`config.mk`:
```
export PLATFORM = sky130hd
export DESIGN_NAME = alu_op_sequencer
export DESIGN_NICKNAME = d
export VERILOG_FILES = /design/src/rtl/alu_op_sequencer.sv
export SDC_FILE = /design/constraint.sdc
export NUM_CORES = 1
export LEC_CHECK = 0
export CORE_MARGIN = 10
export CORE_UTILIZATION = 42
export CTS_CLUSTER_DIAMETER = 60
export DETAILED_ROUTE_END_ITERATION = 10
export HOLD_SLACK_MARGIN = 0.12
export PLACE_DENSITY = 0.84
export SYNTH_ARGS = -nofsm -noshare
export SYNTH_HDL_FRONTEND = slang
export SYNTH_SLANG_ARGS = --single-unit
```
`constraint.sdc`:
```
create_clock -name clk -period 4 [get_ports clk]
set_clock_uncertainty 0.15 [all_clocks]
set_input_delay 1.2 -clock clk [delete_from_list [all_inputs] [get_ports clk]]
set_output_delay 1.2 -clock clk [all_outputs]
set_load 0.005 [all_outputs]
```
`src/rtl/alu_op_sequencer.sv`:
```
// ---------------------------------------------------------------------------
// alu_pkg + alu_op_sequencer
//
// Purpose:
//   Multi-cycle issue controller that sits in front of the combinational ALU.
//   It accepts one operation per op_valid/op_ready handshake and registers the
//   operands and control word onto the ALU inputs. Those inputs are held
//   stable for an operation-dependent number of cycles; MULT and DIV are
//   modelled as multi-cycle. It then registers the ALU result and status and
//   offers them on a res_valid/res_ready port. A DIV by zero skips the ALU
//   entirely and returns a canned result together with a one-cycle exception
//   pulse.
//
// Ports:
//   clk        clock; all state updates on the rising edge
//   rst        synchronous, active-high reset
//   flush      aborts the in-flight op and drops any pending result
//   op_valid   op_a/op_b/op_ctrl carry an operation
//   op_ready   the sequencer can accept an operation this cycle
//   op_a/op_b  16-bit operands
//   op_ctrl    operation select
//   alu_in     registered operands driven to the ALU
//   alu_ctrl   registered operation driven to the ALU
//   alu_out    32-bit ALU result
//   alu_stat   ALU status flags
//   res_valid  res_data/res_stat hold a result
//   res_ready  consumer takes the result
//   res_data   registered 32-bit result
//   res_stat   registered status flags
//   exc_div0   one-cycle pulse after a DIV with op_b == 0 is accepted
//   busy       sequencer is not idle (used by the hazard unit)
// ---------------------------------------------------------------------------

package alu_pkg;

    typedef enum logic [3:0] {
        OR   = 4'd0,
        AND  = 4'd1,
        ROL  = 4'd2,
        ROR  = 4'd3,
        SHL  = 4'd4,
        SHR  = 4'd5,
        ADD  = 4'd6,
        SUB  = 4'd7,
        MULT = 4'd8,
        DIV  = 4'd9
    } control_e;

    typedef struct packed {
        logic [15:0] a;
        logic [15:0] b;
    } in_t;

    typedef struct packed {
        logic zero;
        logic div0;
        logic overflow;
        logic sign;
    } status_t;

endpackage

module alu_op_sequencer
    import alu_pkg::*;
#(
    parameter int BASE_CYCLES = 1,
    parameter int MULT_CYCLES = 3,
    parameter int DIV_CYCLES  = 8
) (
    input  logic        clk,
    input  logic        rst,
    input  logic        flush,
    input  logic        op_valid,
    output logic        op_ready,
    input  logic [15:0] op_a,
    input  logic [15:0] op_b,
    input  control_e    op_ctrl,
    output in_t         alu_in,
    output control_e    alu_ctrl,
    input  logic [31:0] alu_out,
    input  status_t     alu_stat,
    output logic        res_valid,
    input  logic        res_ready,
    output logic [31:0] res_data,
    output status_t     res_stat,
    output logic        exc_div0,
    output logic        busy
);

    localparam int MAX_BM     = (BASE_CYCLES > MULT_CYCLES) ? BASE_CYCLES : MULT_CYCLES;
    localparam int MAX_CYCLES = (MAX_BM > DIV_CYCLES) ? MAX_BM : DIV_CYCLES;
    localparam int CNT_W      = $clog2(MAX_CYCLES) + 1;

    // The counter is loaded with LAT-1 so that the cycle in which it reads
    // zero is the last EXEC cycle and the capture edge lands at accept+LAT.
    localparam logic [CNT_W-1:0] BASE_LAT = CNT_W'(BASE_CYCLES - 1);
    localparam logic [CNT_W-1:0] MULT_LAT = CNT_W'(MULT_CYCLES - 1);
    localparam logic [CNT_W-1:0] DIV_LAT  = CNT_W'(DIV_CYCLES - 1);

    typedef enum logic [1:0] {
        IDLE = 2'd0,
        EXEC = 2'd1,
        DONE = 2'd2
    } state_e;

    state_e             state_q,    state_d;
    logic [CNT_W-1:0]   cnt_q,      cnt_d;
    in_t                alu_in_q,   alu_in_d;
    control_e           alu_ctrl_q, alu_ctrl_d;
    logic [31:0]        res_data_q, res_data_d;
    status_t            res_stat_q, res_stat_d;
    logic               exc_div0_q, exc_div0_d;

    logic               accept;
    logic               div_by_zero;
    logic [CNT_W-1:0]   op_lat;

    // A new op may enter when idle, or in DONE when the current result is
    // being taken in the same cycle; that gives back-to-back issue with no
    // idle bubble. Flush blocks any accept.
    assign op_ready    = !flush && ((state_q == IDLE) || ((state_q == DONE) && res_ready));
    assign accept      = op_valid && op_ready;
    assign div_by_zero = (op_ctrl == DIV) && (op_b == 16'd0);

    assign alu_in    = alu_in_q;
    assign alu_ctrl  = alu_ctrl_q;
    assign res_valid = (state_q == DONE);
    assign res_data  = res_data_q;
    assign res_stat  = res_stat_q;
    assign exc_div0  = exc_div0_q;
    assign busy      = (state_q != IDLE);

    // Pick the EXEC latency for the incoming op; unknown encodings are
    // treated like the single-cycle base ops.
    always_comb begin
        op_lat = BASE_LAT;
        case (op_ctrl)
            MULT:    op_lat = MULT_LAT;
            DIV:     op_lat = DIV_LAT;
            default: op_lat = BASE_LAT;
        endcase
    end

    // Next-state logic. Flush overrides everything: it returns to IDLE,
    // clears the counter and suppresses the accept through op_ready.
    // Operand and result registers simply hold unless explicitly loaded.
    always_comb begin
        state_d    = state_q;
        cnt_d      = cnt_q;
        alu_in_d   = alu_in_q;
        alu_ctrl_d = alu_ctrl_q;
        res_data_d = res_data_q;
        res_stat_d = res_stat_q;
        exc_div0_d = 1'b0;

        if (flush) begin
            state_d = IDLE;
            cnt_d   = '0;
        end else begin
            case (state_q)
                IDLE: begin
                    state_d = IDLE;
                end
                EXEC: begin
                    if (cnt_q != '0) begin
                        cnt_d = cnt_q - 1'b1;
                    end else begin
                        res_data_d = alu_out;
                        res_stat_d = alu_stat;
                        state_d    = DONE;
                    end
                end
                DONE: begin
                    if (res_ready) begin
                        state_d = IDLE;
                    end
                end
                default: begin
                    state_d = IDLE;
                end
            endcase

            // An accept in DONE overrides the IDLE transition chosen above.
            if (accept) begin
                alu_in_d.a = op_a;
                alu_in_d.b = op_b;
                alu_ctrl_d = op_ctrl;
                if (div_by_zero) begin
                    // Divide by zero never reaches the ALU; the canned
                    // result is presented in DONE on the very next cycle.
                    cnt_d               = '0;
                    res_data_d          = 32'd0;
                    res_stat_d.zero     = 1'b1;
                    res_stat_d.div0     = 1'b1;
                    res_stat_d.overflow = 1'b0;
                    res_stat_d.sign     = 1'b0;
                    exc_div0_d          = 1'b1;
                    state_d             = DONE;
                end else begin
                    cnt_d   = op_lat;
                    state_d = EXEC;
                end
            end
        end
    end

    // State register. Reset drops any in-flight op and returns the ALU
    // drive to a neutral ADD of zeros.
    always_ff @(posedge clk) begin
        if (rst) begin
            state_q    <= IDLE;
            cnt_q      <= '0;
            alu_in_q   <= '0;
            alu_ctrl_q <= ADD;
            res_data_q <= '0;
            res_stat_q <= '0;
            exc_div0_q <= 1'b0;
        end else begin
            state_q    <= state_d;
            cnt_q      <= cnt_d;
            alu_in_q   <= alu_in_d;
            alu_ctrl_q <= alu_ctrl_d;
            res_data_q <= res_data_d;
            res_stat_q <= res_stat_d;
            exc_div0_q <= exc_div0_d;
        end
    end

endmodule

```
==> results.py, run 1 <==
metrics = {
    "setup_path": {
        "cp.required_ns": 2.65,
        "end_kind": "primary output",
        "r2r_slack_ns": 1.56,
        "critPathMaxFanout": 2,
        "rr_endpoint": "res_stat[3]",
        "rr_startpoint": "cnt_q[0]",
        "setup.worst_path.start_class": "input port",
        "arrival_ns": 2.44,
        "crit_type": "in -> out",
        "reg2regPathDepth": 6,
    },
    "synth": {
        "async_reset_ff_frac": 0,
        "post_synth_num_cell_types": 36,
        "synth-edff-count": 0,
        "postSynthCellCount": 369,
        "synthesis.nets": 447,
        "synth-warning-count": 0,
        "ys_top_cells_by_area": "dfxtp_1 (53%), nand2_1 (18%), a21oi_1 (11%)",
        "synth.yosys.seq_area_share": 0.532,
        "ys_dominant_reg_cell": "dfxtp_1",
        "syn-cell-area_um2": 2970,
        "synthMostInstantiatedCell": "nand2_1",
        "syn-mean-instance-area_um2": 8.05,
        "synth_largest_area_cell": "dfxtp_1",
        "ys_seq_elements": 79,
        "synth_top_cell_area_share": 0.532,
        "synth_common_cells": "nand2_1 (146), dfxtp_1 (79), a21oi_1 (68)",
    },
    "pwr": {
        "total_power_mw": 1.71,
        "power_frac_comb": 0.124,
        "clock_power_share": 0.396,
        "power.leakage_nw": 1.68,
        "power-per-cell-area_nw_per_um2": 360,
        "net_switching_power_of_the_design_mw": 0.360,
        "seq_power_share": 0.480,
        "p_sw_frac": 0.210,
        "cell_internal_pwr_mw": 1.35,
        "max-vdd-ir-drop_uv": 218,
    },
    "cts": {
        "worstSkewPairLatency_ns": 0.34,
        "clock_transition_at_the_registers_of_the_reported_paths_ns": 0.07,
        "htree_levels": 3,
        "ctsHoldBuffers": 0,
        "tritoncts": "done",
        "cts_setup_buffers": 0,
        "post_cts_resized": 0,
        "cts.sinks": 79,
        "clk_root_buffer_cell": "clkbuf_8",
        "clock_tree.buffer_depth": 2,
        "number_of_buffers_inserted_during_clock_tree_synthesis": 9,
    },
    "min_path": {
        "hp-class": "reg -> reg",
        "hold_path_depth": 2,
        "min_delay_worst_endpoint": "alu_in[13]",
        "hp-start": "alu_in[13]",
    },
    "cells_and_area": {
        "syn_to_final_growth_pct": 60.1,
        "layout.cell_area.non_filler_um2": 4760,
        "num-nets-final": 596,
        "antennaDiodeCount": 0,
        "final_layout_size_suffix_gt1_frac": 0.0575,
    },
    "global_route": {
        "first_pass_grt_wire_length_mm": 14.8,
        "overflow": 0,
        "grt_use_total": 0.165,
        "grt_antenna_before_repair": 0,
        "grt_pass1_vias": 3042,
        "grt_max_degree": 37,
    },
    "floorplanning": {
        "initial_core_util": 0.435,
        "number_of_primary_i_o_pins": 153,
        "coreArea_um2": 6830,
        "floorplan.die_area_um2": 10800,
        "floorplan.die.height_um": 104,
        "row_count": 30,
        "die_w_um": 104,
    },
    "sta": {
        "period_needed_ns": 3.79,
        "final-hold-violation-count": 0,
        "finalCritPeriodShare": 0.946,
        "timing.final.max_slew_violations": 0,
        "worstMarginPinSlew_ns": 1.15,
        "finalSetupTns_ns": 0,
        "timing.slew.headroom": 0.234,
        "timing.final.setup_violations": 0,
        "max_freq_mhz": 264,
        "rsz0062_at_grt": "no",
    },
    "place": {
        "dp_hpwl_mm": 7.26,
        "port_buffers": 152,
        "finalWeightedCongestion": 0.777,
        "post_dp_cell_area_um2": 4530,
    },
    "detailed_routing": {
        "route.final.wire_length_mm": 9.22,
        "ant_nets": 0,
        "dr.pass1.iters": 4,
        "detailroute.via_count": 2982,
        "drt_first_iter_violations": 79,
        "routed_wire_length_per_instance_um": 14.9,
        "routed_via_density": 4.83,
        "drcViolationCount": 0,
    },
    "run_status": {
        "status": "finished clean",
    },
    "run": {
        "drv.max_cap_violation_count": 0,
    },
}
[area by class of cell]
| cell class | count | area (um^2) |
|---|---|---|
| Clock buffer | 11 | 131 |
| Clock inverter | 4 | 95.1 |
| Fill cell | 538 | 2070 |
| Inverter | 3 | 11.3 |
| Multi-Input combinational cell | 263 | 1220 |
| Sequential cell | 79 | 1580 |
| Tap cell | 96 | 120 |
| Timing Repair Buffer | 162 | 1600 |
[metal layers]
layer	GRT usage	share of wire	up-vias
met4	0.0586	0.014	0
met2	0.258	0.44	131
met1	0.181	0.43	1327
met3	0.0967	0.12	11
met5	0	0	-
li1	-	-	1513
[cell usage in the layout, fill, tap and decap left out, types with 3 or more instances in the layout]
cell	synthesis	routed
nand3_1	3	3
nor4_1	4	4
buf_4	0	10
a21oi_1	68	68
dfxtp_1	79	79
o21ai_0	3	3
nand2_1	146	146
clkbuf_8	0	9
nor2_1	7	7
nor3_1	3	3
clkdlybuf4s50_1	0	152
bufinv_16	0	3
inv_1	3	3
[cells by family after synthesis]
family / count (synthesis) / share of synthesized area
XOR/XNOR: 2 / 0.00590
AND/OR/NAND/NOR: 180 / 0.256
buffers and inverters: 27 / 0.0581
AO/OA/AOI/OAI: 80 / 0.144
adder cells (fa/ha/maj): 1 / 0.00421
flip-flops: 79 / 0.532
[per-stage QoR]
stage / hold WS, ns / cells / setup slack, ns / utilization
floorplan: 0.303 / 369 / 1.12 / -
global placement: 0.290 / 603 / 0.200 / 0.663
detailed placement: 0.297 / 603 / 0.222 / 0.663
CTS: 0.306 / 618 / 0.205 / 0.696
global route: 0.325 / 618 / 0.123 / 0.696
finish: 0.304 / 618 / 0.215 / 0.696
[worst max path at each step]
| stage | start | endpoint | cells after the start |
|---|---|---|---|
| after floorplan | res_ready | op_ready | 2 |
| after global placement | flush | op_ready | 4 |
| after detailed placement | flush | op_ready | 4 |
| after CTS | flush | op_ready | 4 |
| after global routing | flush | op_ready | 4 |
| final | flush | op_ready | 4 |
[sequential cells by signal, summed over array words and instances, names as in the netlist]
signal    flops
alu_in       32
res_data     32
alu_ctrl      4
cnt_q         4
res_stat      4
state_q       2
exc_div0      1
[worst max-delay path, stage by stage]
cell and delay, ns:
clkdlybuf4s50_1 0.42, nor2_1 0.14, and2_1 0.14, clkdlybuf4s50_1 0.54
[power groups by stage]
stage / Sequential [mW] / Combinational (mW) / Clock (mW)
6_report: 0.822 / 0.213 / 0.677
5_1_grt: 0.825 / 0.232 / 0.723
4_1_cts: 0.822 / 0.215 / 0.692
3_5_place_dp: 0.841 / 0.213 / 0
3_3_place_gp: 0.839 / 0.210 / 0
2_1_floorplan: 0.842 / 0.0668 / 0
Power figures use the tool's default switching activity.
==> run 2, diff against run 1 <==
Settings changed: CORE_ASPECT_RATIO set to 0.75, CORE_UTILIZATION 42 to 36, PLACE_DENSITY 0.84 to 0.77.
Clock period 4 ns to 3.3 ns, I/O delays scaled along.
==> run 2 against run 1 <==
Sequential share of layout area down 0.28 points. Die area grew 14%. Via count is 1.7% higher. Routed wire length up 8.9%.
==> results.py, run 2 (synthesis gave the netlist of run 1 again) <==
metrics = {
    "detailed_routing": {
        "routed_wire_length_per_instance_um": 16.0,
        "route.final.wire_length_mm": 10.0,
        "detailroute.via_count": 3033,
        "routed_via_density": 4.82,
        "drt_first_iter_violations": 196,
        "ant_nets": 0,
        "dr.pass1.iters": 4,
        "drcViolationCount": 0,
    },
    "cells_and_area": {
        "antennaDiodeCount": 0,
        "most_frequent_cells_in_the_layout": "clkdlybuf4s50_1 (151), nand2_1 (146), dfxtp_1 (79)",
        "fill_cell_total_of_the_finished_layout": 717,
        "final_layout_size_suffix_gt1_frac": 0.0630,
        "mostFrequentLayoutCell": "clkdlybuf4s50_1",
        "num-nets-final": 597,
        "instances_no_fill": 629,
        "layout.cell_area.non_filler_um2": 4800,
        "syn_to_final_growth_pct": 61.4,
    },
    "cts": {
        "htree_levels": 3,
        "clock_transition_at_the_registers_of_the_reported_paths_ns": 0.08,
        "ctsHoldBuffers": 0,
        "number_of_buffers_inserted_during_clock_tree_synthesis": 9,
        "worstSkewPairLatency_ns": 0.35,
        "cts_setup_buffers": 0,
        "post_cts_resized": 1,
        "clk_root_buffer_cell": "clkbuf_8",
        "clock_tree.buffer_depth": 2,
        "cts.sinks": 79,
        "tritoncts": "done",
    },
    "pwr": {
        "max-vdd-ir-drop_uv": 365,
        "p_sw_frac": 0.222,
        "power-per-cell-area_nw_per_um2": 440,
        "net_switching_power_of_the_design_mw": 0.468,
        "cell_internal_pwr_mw": 1.64,
        "power_frac_comb": 0.124,
        "power.leakage_nw": 1.70,
        "seq_power_share": 0.472,
        "clock_power_share": 0.404,
    },
    "sta": {
        "timing.final.max_slew_violations": 0,
        "max_freq_mhz": 320,
        "rsz0062_at_grt": "no",
        "timing.final.setup_violations": 0,
        "period_needed_ns": 3.13,
        "finalCritPeriodShare": 0.948,
        "final-hold-violation-count": 0,
        "worstMarginPinSlew_ns": 0.414,
        "timing.slew.headroom": 0.720,
    },
    "place": {
        "dp_hpwl_mm": 7.67,
        "post_dp_cell_area_um2": 4560,
        "finalWeightedCongestion": 0.827,
        "port_buffers": 152,
        "numPlacedInstances": 613,
    },
    "floorplanning": {
        "floorplan.die_area_um2": 12300,
        "floorplan.die.height_um": 98.7,
        "die_w_um": 125,
        "initial_core_util": 0.374,
        "row_count": 28,
        "coreArea_um2": 7950,
        "number_of_primary_i_o_pins": 153,
    },
    "global_route": {
        "grt_pass1_vias": 3039,
        "grt_max_degree": 37,
        "overflow": 0,
        "grt_use_total": 0.161,
        "groute.layer.met1.usage": 0.181,
        "grt_antenna_before_repair": 0,
        "first_pass_grt_wire_length_mm": 16.2,
        "grt.met3_usage": 0.105,
        "use_met2": 0.246,
        "grt.busiest_layer": "met2",
    },
    "setup_path": {
        "r2r_slack_ns": 1.24,
        "critPathMaxFanout": 2,
        "crit_type": "in -> out",
        "reg2regPathDepth": 7,
        "rr_endpoint": "res_stat[2]",
        "setup.worst_path.start_class": "input port",
        "arrival_ns": 1.99,
        "rr_startpoint": "cnt_q[0]",
        "end_kind": "primary output",
        "cp.required_ns": 2.16,
    },
    "min_path": {
        "min_delay_worst_endpoint": "res_data[15]",
        "hp-start": "res_data[15]",
        "hp-class": "reg -> reg",
        "hold_path_depth": 2,
    },
    "run": {
        "drv.max_cap_violation_count": 0,
    },
    "run_status": {
        "status": "finished clean",
    },
}
## run 2: metrics by stage
| step | setup TNS (ns) | utilization | setup slack, ns | hold WS [ns] | total power, mW |
|---|---|---|---|---|---|
| after detailed placement | -0.0537 | 0.574 | -0.0537 | 0.296 | 1.28 |
| after floorplan | 0 | - | 0.837 | 0.303 | 1.10 |
| after global routing | 0 | 0.603 | 0.141 | 0.325 | 2.20 |
| after CTS | 0 | 0.603 | 0.172 | 0.307 | 2.15 |
| final | 0 | 0.603 | 0.172 | 0.308 | 2.11 |
| after global placement | -0.0236 | 0.574 | -0.0236 | 0.290 | 1.28 |
## run 2: power groups by stage
| stage | combinational [mW] | clock (mW) | sequential (mW) |
|---|---|---|---|
| 2_1_floorplan | 0.0810 | 0 | 1.02 |
| 3_3_place_gp | 0.259 | 0 | 1.02 |
| 3_5_place_dp | 0.263 | 0 | 1.02 |
| 4_1_cts | 0.264 | 0.884 | 0.997 |
| 5_1_grt | 0.285 | 0.918 | 1.00 |
| 6_report | 0.261 | 0.854 | 0.997 |
## run 2: worst max-delay path, cell delays in order
cell and delay, ns:
clkdlybuf4s50_1 0.41, nand2b_1 0.17, and2_1 0.16, dlygate4sd2_1 0.26
## run 2: routing by layer
layer	vias to the layer above	wire, um
met4	0	117
met1	1368	4180
met3	13	1430
met2	138	4310
met5	-	0
li1	1514	-
## run 2: how the worst max path moves through the flow
stage,from,to,cells after the start
2_1_floorplan,res_ready,op_ready,2
3_5_place_dp,res_ready,op_ready,4
4_1_cts,res_ready,op_ready,4
5_1_grt,res_ready,op_ready,4
3_3_place_gp,flush,op_ready,4
6_report,res_ready,op_ready,4
## run 2: layout make-up
type	instances	area, um^2	area share
clock buffer	10	128	0.0266
clock inverter	6	109	0.0227
inverter	3	11.3	0.00235
multi-input combinational	263	1220	0.255
sequential	79	1580	0.330
tap	105	131	0.0274
timing repair buffer	163	1620	0.337
